--- config.mk ---
export PLATFORM = sky130hd
export DESIGN_NAME = stopwatch_control
export DESIGN_NICKNAME = d
export VERILOG_FILES = /design/src/rtl/stopwatch_pkg.sv /design/src/rtl/sw_button_cond.sv /design/src/rtl/stopwatch_control.sv
export SDC_FILE = /design/constraint.sdc
export NUM_CORES = 1
export LEC_CHECK = 0
export CELL_PAD_IN_SITES_DETAIL_PLACEMENT = 0
export CELL_PAD_IN_SITES_GLOBAL_PLACEMENT = 2
export CORE_ASPECT_RATIO = 0.5
export CORE_UTILIZATION = 38
export DETAILED_ROUTE_END_ITERATION = 16
export PLACE_DENSITY_LB_ADDON = 0.1
export SYNTH_ARGS = -nofsm -noshare
export SYNTH_HDL_FRONTEND = slang
export SYNTH_SLANG_ARGS = --single-unit
--- constraint.sdc ---
create_clock -name i_clk -period 2.7 [get_ports i_clk]
set_clock_uncertainty 0.1 [all_clocks]
set_input_delay 0.54 -clock i_clk [delete_from_list [all_inputs] [get_ports i_clk]]
set_output_delay 0.54 -clock i_clk [all_outputs]
set_load 0.02 [all_outputs]
--- src/rtl/stopwatch_pkg.sv ---
// Shared definitions for the stopwatch datapath: state encoding and counter width helper.
package stopwatch_pkg;

    localparam logic [1:0] ST_IDLE    = 2'b00;
    localparam logic [1:0] ST_RUNNING = 2'b01;
    localparam logic [1:0] ST_PAUSED  = 2'b10;
    localparam logic [1:0] ST_ILLEGAL = 2'b11;

    typedef enum logic [1:0] {
        S_IDLE    = ST_IDLE,
        S_RUNNING = ST_RUNNING,
        S_PAUSED  = ST_PAUSED,
        S_ILLEGAL = ST_ILLEGAL
    } state_t;

    // Counter width for a modulus n; never narrower than one bit.
    function automatic int unsigned cnt_width(input int unsigned n);
        return (n < 2) ? 1 : $clog2(n);
    endfunction

    localparam int unsigned TICKS_W_DEFAULT = cnt_width(100_000_000);

endpackage

--- src/rtl/sw_button_cond.sv ---
// One button: 2-flop synchronizer, optional debounce (STOPWATCH_DEBOUNCE_EN), registered
// rising-edge detect giving a single-cycle press pulse.
module sw_button_cond
    import stopwatch_pkg::*;
#(
    parameter int unsigned DEBOUNCE_CYCLES = 1_000_000
) (
    input  logic i_clk,
    input  logic i_rst,
    input  logic i_btn,
    output logic o_press
);

    logic [1:0] r_sync;
    logic       r_prev;
    logic       r_press;
    logic       w_level;

    always_ff @(posedge i_clk or posedge i_rst) begin
        if (i_rst) begin
            r_sync <= 2'b00;
        end else begin
            r_sync <= {r_sync[0], i_btn};
        end
    end

`ifdef STOPWATCH_DEBOUNCE_EN
    localparam int unsigned DB_W = cnt_width(DEBOUNCE_CYCLES);
    localparam logic [DB_W-1:0] DB_LAST = DB_W'(DEBOUNCE_CYCLES - 1);

    logic [DB_W-1:0] r_db_cnt;
    logic            r_db_level;

    // Accepted level flips only after DEBOUNCE_CYCLES consecutive disagreeing samples.
    always_ff @(posedge i_clk or posedge i_rst) begin
        if (i_rst) begin
            r_db_cnt   <= '0;
            r_db_level <= 1'b0;
        end else if (r_sync[1] == r_db_level) begin
            r_db_cnt <= '0;
        end else if (r_db_cnt == DB_LAST) begin
            r_db_cnt   <= '0;
            r_db_level <= r_sync[1];
        end else begin
            r_db_cnt <= r_db_cnt + 1'b1;
        end
    end

    assign w_level = r_db_level;
`else
    assign w_level = r_sync[1];
`endif

    always_ff @(posedge i_clk or posedge i_rst) begin
        if (i_rst) begin
            r_prev  <= 1'b0;
            r_press <= 1'b0;
        end else begin
            r_prev  <= w_level;
            r_press <= w_level & ~r_prev;
        end
    end

    assign o_press = r_press;

endmodule

--- src/rtl/stopwatch_control.sv ---
// Stopwatch control: button conditioning, idle/run/pause FSM, seconds prescaler, clear pulse.
// Optional button debounce is enabled by defining STOPWATCH_DEBOUNCE_EN.
module stopwatch_control
    import stopwatch_pkg::*;
#(
    parameter int unsigned TICKS_PER_SEC   = 100_000_000,
    parameter int unsigned DEBOUNCE_CYCLES = 1_000_000
) (
    input  logic       i_clk,
    input  logic       i_rst,
    input  logic       i_start_btn,
    input  logic       i_stop_btn,
    input  logic       i_clear_btn,
    output logic       o_tick,
    output logic       o_running,
    output logic       o_paused,
    output logic       o_clear,
    output logic [1:0] o_state
);

    localparam int unsigned PRESC_W = cnt_width(TICKS_PER_SEC);
    localparam logic [PRESC_W-1:0] PRESC_LAST = PRESC_W'(TICKS_PER_SEC - 1);

    logic w_start_p;
    logic w_stop_p;
    logic w_clear_p;

    sw_button_cond #(.DEBOUNCE_CYCLES(DEBOUNCE_CYCLES)) u_start (
        .i_clk   (i_clk),
        .i_rst   (i_rst),
        .i_btn   (i_start_btn),
        .o_press (w_start_p)
    );

    sw_button_cond #(.DEBOUNCE_CYCLES(DEBOUNCE_CYCLES)) u_stop (
        .i_clk   (i_clk),
        .i_rst   (i_rst),
        .i_btn   (i_stop_btn),
        .o_press (w_stop_p)
    );

    sw_button_cond #(.DEBOUNCE_CYCLES(DEBOUNCE_CYCLES)) u_clear (
        .i_clk   (i_clk),
        .i_rst   (i_rst),
        .i_btn   (i_clear_btn),
        .o_press (w_clear_p)
    );

    state_t               r_state;
    state_t               w_state_d;
    logic [PRESC_W-1:0]   r_presc;
    logic [PRESC_W-1:0]   w_presc_d;
    logic                 r_tick;
    logic                 w_tick_d;
    logic                 r_clear;
    logic                 w_clear_d;

    always_ff @(posedge i_clk or posedge i_rst) begin
        if (i_rst) begin
            r_state <= S_IDLE;
            r_presc <= '0;
            r_tick  <= 1'b0;
            r_clear <= 1'b0;
        end else begin
            r_state <= w_state_d;
            r_presc <= w_presc_d;
            r_tick  <= w_tick_d;
            r_clear <= w_clear_d;
        end
    end

    // Clear beats stop beats start; a departing cycle never ticks.
    always_comb begin
        w_state_d = r_state;
        w_presc_d = r_presc;
        w_tick_d  = 1'b0;
        w_clear_d = 1'b0;
        unique case (r_state)
            S_IDLE: begin
                w_presc_d = '0;
                if (w_clear_p) begin
                    w_clear_d = 1'b1;
                end else if (w_start_p) begin
                    w_state_d = S_RUNNING;
                end
            end
            S_RUNNING: begin
                if (w_clear_p) begin
                    w_state_d = S_IDLE;
                    w_presc_d = '0;
                    w_clear_d = 1'b1;
                end else if (w_stop_p) begin
                    w_state_d = S_PAUSED;
                end else if (r_presc == PRESC_LAST) begin
                    w_presc_d = '0;
                    w_tick_d  = 1'b1;
                end else begin
                    w_presc_d = r_presc + 1'b1;
                end
            end
            S_PAUSED: begin
                if (w_clear_p) begin
                    w_state_d = S_IDLE;
                    w_presc_d = '0;
                    w_clear_d = 1'b1;
                end else if (w_start_p) begin
                    w_state_d = S_RUNNING;
                end
            end
            default: begin
                w_state_d = S_IDLE;
                w_presc_d = '0;
            end
        endcase
    end

    assign o_tick    = r_tick;
    assign o_clear   = r_clear;
    assign o_state   = r_state;
    assign o_running = (r_state == S_RUNNING);
    assign o_paused  = (r_state == S_PAUSED);

endmodule

Yosys cells after proc, flatten, opt, wreduce, memory -nomap -nowiden
Cells that the tools add are included.
Widths: inputs -> output; s select.
{"block": "op_classes", "addsub": 1, "n_mul": 0, "div_mod_pow": 0, "order_cmp": 0, "n_eq_ne": 7, "shifts": 0, "muxes": 17, "bitwise": 6, "n_reduce_logical": 4}
{"operator": "$mux 27", "n": 4}
{"operator": "$pmux 27 s2", "n": 1}
{"operator": "$add 27x1->27 const B", "n": 1}
{"operator": "$eq 27x27->1 const B", "n": 1}
{"operator": "$mux 2", "n": 5}
{"operator": "$mux 1", "n": 6}
{"operator": "$pmux 2 s3", "n": 1}
{"operator": "$reduce_and 2->1", "n": 2}
{"operator": "$and 1x1->1", "n": 3}
{"operator": "$ne 3x1->1 const B", "n": 1}
{"operator": "$ne 3x2->1 const B", "n": 1}
{"operator": "$not 1->1", "n": 3}
{"operator": "$reduce_or 3->1", "n": 1}
{"operator": "$eq 2x1->1 const B", "n": 1}
{"operator": "$eq 2x2->1 const B", "n": 1}
{"operator": "$logic_not 2->1", "n": 1}
{"operator": "$ne 2x1->1 const B", "n": 1}
{"operator": "$ne 2x2->1 const B", "n": 1}
{"block": "totals", "register_bits": 43, "latch_bits": 0, "ramBits": 0, "mem_bits_ro": 0, "in_bits": 5, "output_inout_bits": 6, "wordCells": 48, "n_memories": 0}

Depth between registers and ports, before layout
{"block": "logic_depth", "word_depth": 5, "depth_mapped": 7, "depth_no_buf": 6}

Modules after synthesis
From an unflattened synthesis, not the netlist that was laid out.
{"block": "hier_totals", "cells_unflattened": 207, "hier_area_um2": 2143.3}
{"module": "stopwatch_control", "instances": 1, "cells_per_inst": 189, "area_each_um2": 1790.5, "seq_area_each_um2": 775.7}
{"module": "sw_button_cond", "instances": 3, "cells_per_inst": 6, "area_each_um2": 117.6, "seq_area_each_um2": 100.1}

Worst setup path after synthesis
OpenSTA, ideal clock, no wires.
{"block": "synth_timing", "path_type": "reg2reg", "start": "reg r_state[0], in the netlist o_state[0]", "end": "reg r_presc[22]", "setup_ns": 0.087, "t_arrival_ns": 1.781, "required_time_ns": 2.513, "slack_ns": 0.733, "path_stages_with_launch": 6, "path_buffers": 0, "synth_period_minus_slack_ns": 1.967, "path_cell_list": "dfrtp_1 > nor2b_1 > nor2b_1 > nand2_1 > or3_1 > o211ai_1"}
{"block": "synth_between", "elab_chain_cells": 3, "word_cells_on_any_way": 6, "classes_between": "4 x eq/ne; 1 x mux; 1 x reduce/logical"}
{"item": "from (decl)", "line": "stopwatch_control.sv:49", "text": "state_t r_state;"}
{"item": "from (signal assigned)", "line": "stopwatch_control.sv:65", "text": "r_state <= w_state_d;"}
{"item": "$eq 2x1->1 (*)"}
{"item": "net o_running", "line": "stopwatch_control.sv:15", "text": "output logic o_running,"}
{"item": "$ne 3x2->1 (no line)"}
{"item": "$reduce_and 2->1 (no line)"}
{"item": "to (signal assigned)", "line": "stopwatch_control.sv:66", "text": "r_presc <= w_presc_d;"}
{"item": "to (decl)", "line": "stopwatch_control.sv:51", "text": "logic [PRESC_W-1:0] r_presc;"}
Mark *: on every way through the listed nets, which the timed path passes. The rest lies on a longest branch.
A chain may end at the register's enable or synchronous reset.

Final worst setup path
{"block": "layout_timing", "start": "reg r_state[0], in the netlist o_state[0]", "end": "out o_paused"}
{"block": "layout_between", "elab_chain_cells": 1}
{"item": "$eq 2x2->1", "line": "stopwatch_control.sv:121", "text": "assign o_paused = (r_state == S_PAUSED);"}
{"item": "to (decl)", "line": "stopwatch_control.sv:16", "text": "output logic o_paused,"}
Every way passes these cells.

==> run metrics <==
outcome=completed; via count=1544; Largest stage delay, worst path=0.59 ns; first-pass GRT wire length=roughly 7500 um; internal power=0.0009831 W; final WL=4504 um; WP data required=slightly above 2 ns; crit path max fanout=6; Logic pwr share=about 9.0%; final hold slack=0.2562 ns; reg-to-reg slack, setup=0.55 ns; CORE AREA=5045 um^2; largest net degree at the start of global routing=44; Post-CTS Setup Bufs=0; synth warn=0; CTS tree=yes; Sw Share=25.22%; sequential share of the synthesized area=52.92%; Post-Synthesis Cells=roughly 210; Die Span X=roughly 110 um; Net Switching=0.0003315 W; CTS resizes=0; Pwr per Cell Area=558.0 nW/um^2; H-tree depth=2; Min-Delay Endpoint=u_clear.r_sync[1]; Register Area=around 1100 um^2; Netlist cell types=41; antenna violations before repair=0; # fillers=492; beginning of the worst register-to-register path=r_presc[9]; number of global-route vias before repair=1455; period utilization=84.05%; hold buffer count at CTS=0; worst hold stages=0; CP Capture Type=output port; post-synth top area share=52.92%; Mapped Area=roughly 2000 um^2; CTS Sinks=43; Setup crit start kind=flop; Final setup viols=0; endpoints failing hold=0; antenna diode count=0; initial core utilization=approximately two fifths; worst r2r path cells=6; Slew headroom=57.54%; Hold/Removal Path Class=reg -> reg; CTS root buffer=clkbuf_8; Final Critical Period=about 2.3 ns; DRT antenna net count=0; area delta synth->final=15.88%; total power=roughly 0.0013 W; die area=5665 um^2; max-cap viol count=0; gr ovfl total=0; worst skew pair latency=0.30 ns; RSZ-0062 raised after global routing=false; synthesized area per cell=9.728 um^2; VDD IR max=0.0002516 V; share of cells above drive strength 1=8.734%; number of synthesized register bits=43; Layout Utilization=46.70%; # rows=18; Die H=53.73 um; maximum clock frequency=0.4406 GHz; CP max stage cell=clkdlybuf4s50_1; DRC=0; WL/cell=15.06 um; Leak=0.9667 nW; IO Pins=11; setup TNS=0 ns; hold_sp=u_clear.r_sync[0]; routability cong.=0.7495; Sequential Power Share=around half; Mapped Nets=215; clock group share of total power=approximately two fifths; All-Layer GR Usage=18.18%; area leader, netlist=dfrtp_1; CP arrival=around 1.6 ns; final slew viol count=0; Max Root-Sink Buffers=2; R2R Path End=r_presc[13]; number of port buffers=10; Setup CP Type=reg -> out; TritonRoute pass-1 iters=4; Detail Placement HPWL=3103 um; Initial DRC Count=91; Slew @ Worst Pin=roughly 0.63 ns; layout net count=234; crit path cell chain=nand2b_1 > inv_1 > clkdlybuf4s50_1; synth top area cells=dfrtp_1 (53%), nand3_1 (6.9%), nand2_1 (3.9%); Multi-input gate area=900.9 um^2; Vias/cell=5.164; clock slew at reported path FFs=around 0.09 ns; Num CTS Buffers=5
==> cell usage in the layout, fill, tap and decap left out, types with 6 or more instances in the layout <==
cell	Yosys	routed
dfrtp_1	43	43
nand3_1	28	28
nand2_1	21	21
nor2_1	20	20
or3_1	10	10
clkdlybuf4s50_1	0	10
nand4_1	9	9
xor2_1	8	8
inv_1	8	7
o21ai_0	6	6
buf_4	1	6
==> area by class of cell <==
| class | count | share of cell area, % |
|---|---|---|
| well taps | 70 | 3.717 |
| clock buffers | 5 | 2.921 |
| inverters | 8 | 1.275 |
| repair buffers | 16 | 6.160 |
| flip-flops and latches | 43 | 45.67 |
| multi-input cells | 154 | 38.24 |
| clock inverters | 3 | 2.018 |
==> layer usage <==
metal	vias up	share of wire, %	GRT usage, %
li1	774	-	-
met1	732	55	27.86
met2	36	39	24.45
met3	2	5.6	4.358
met4	0	0.31	6.338
met5	-	0	0
==> synthesized netlist by cell type <==
| master | number |
|---|---|
| xnor2_1 | 2 |
| or3_4 | 1 |
| nand4_2 | 2 |
| nor4_1 | 1 |
| nand2b_1 | 2 |
| nand3_1 | 28 |
| a21o_1 | 1 |
| nand3b_1 | 2 |
| o211ai_1 | 1 |
| nor2_1 | 20 |
| nor3b_1 | 1 |
| a22o_1 | 1 |
| nor3_1 | 5 |
| nor2b_1 | 5 |
| ha_1 | 1 |
| buf_4 | 1 |
| nand2_1 | 21 |
| o31a_4 | 1 |
| a31oi_1 | 1 |
| inv_1 | 8 |
| and4_1 | 1 |
| o21ai_0 | 6 |
| nor4bb_1 | 1 |
| a21boi_0 | 1 |
| xor2_1 | 8 |
| clkbuf_1 | 2 |
| o22ai_1 | 2 |
| and3_1 | 2 |
| and2_1 | 4 |
| nand4b_1 | 1 |
| dfrtp_1 | 43 |
| o21a_1 | 1 |
| or2_2 | 1 |
| nand4_1 | 9 |
| o31ai_1 | 2 |
| mux2i_1 | 2 |
| o41ai_1 | 1 |
| or3_1 | 10 |
| a21oi_1 | 5 |
| buf_6 | 1 |
| nor4b_1 | 1 |
==> metrics by stage <==
step | cells | cell area, um^2 | worst slack [ns]
finish | 299 | 2356 | 0.4305
global route | 299 | 2356 | 0.3588
CTS | 299 | 2356 | 0.4271
detailed placement | 291 | 2240 | 0.5627
global placement | 291 | 2240 | 0.5707
floorplan | 209 | 2033 | 0.7327
==> sequential cells by signal, indices dropped and copies added, names as in the netlist <==
register	count
o_clear	1
o_state	2
o_tick	1
r_presc	27
u_clear.o_press	1
u_clear.r_prev	1
u_clear.r_sync	2
u_start.o_press	1
u_start.r_prev	1
u_start.r_sync	2
u_stop.o_press	1
u_stop.r_prev	1
u_stop.r_sync	2
==> power groups by stage <==
stage          Clock [W]  Sequential [W]  Combinational [W]
6_report        0.000524        0.000672           0.000119
5_1_grt         0.000565        0.000675           0.000132
4_1_cts         0.000541        0.000672           0.000122
3_5_place_dp           0        0.000685           0.000121
3_3_place_gp           0        0.000684           0.000121
2_1_floorplan          0        0.000687          0.0000730
==> critical path, delay by kind of cell (launching register included) <==
| family | cells | cell delay [ns] |
|---|---|---|
| buffers and inverters | 2 | 0.66 |
| flip-flops | 1 | 0.44 |
| AND/OR/NAND/NOR | 1 | 0.22 |
==> logic make-up after synthesis <==
kind of cell | after synthesis | share of synthesized area (%)
flip-flops | 43 | 52.92
AND/OR/NAND/NOR | 118 | 30.83
AO/OA/AOI/OAI | 23 | 7.570
buffers and inverters | 12 | 2.770
adder cells (fa/ha/maj) | 1 | 0.6153
multiplexers | 2 | 0.9847
XOR/XNOR | 10 | 4.308
==> how the worst max path moves through the flow <==
| stage | start | endpoint | slack (ns) |
|---|---|---|---|
| final | o_state[0] | o_paused | 0.43 |
| after global routing | o_state[0] | o_paused | 0.36 |
| after CTS | o_state[0] | o_paused | 0.43 |
| after detailed placement | r_presc[0] | r_presc[23] | 0.56 |
| after global placement | r_presc[9] | r_presc[15] | 0.57 |
| after floorplan | o_state[0] | r_presc[22] | 0.73 |
(Power assumes the default switching activity.)
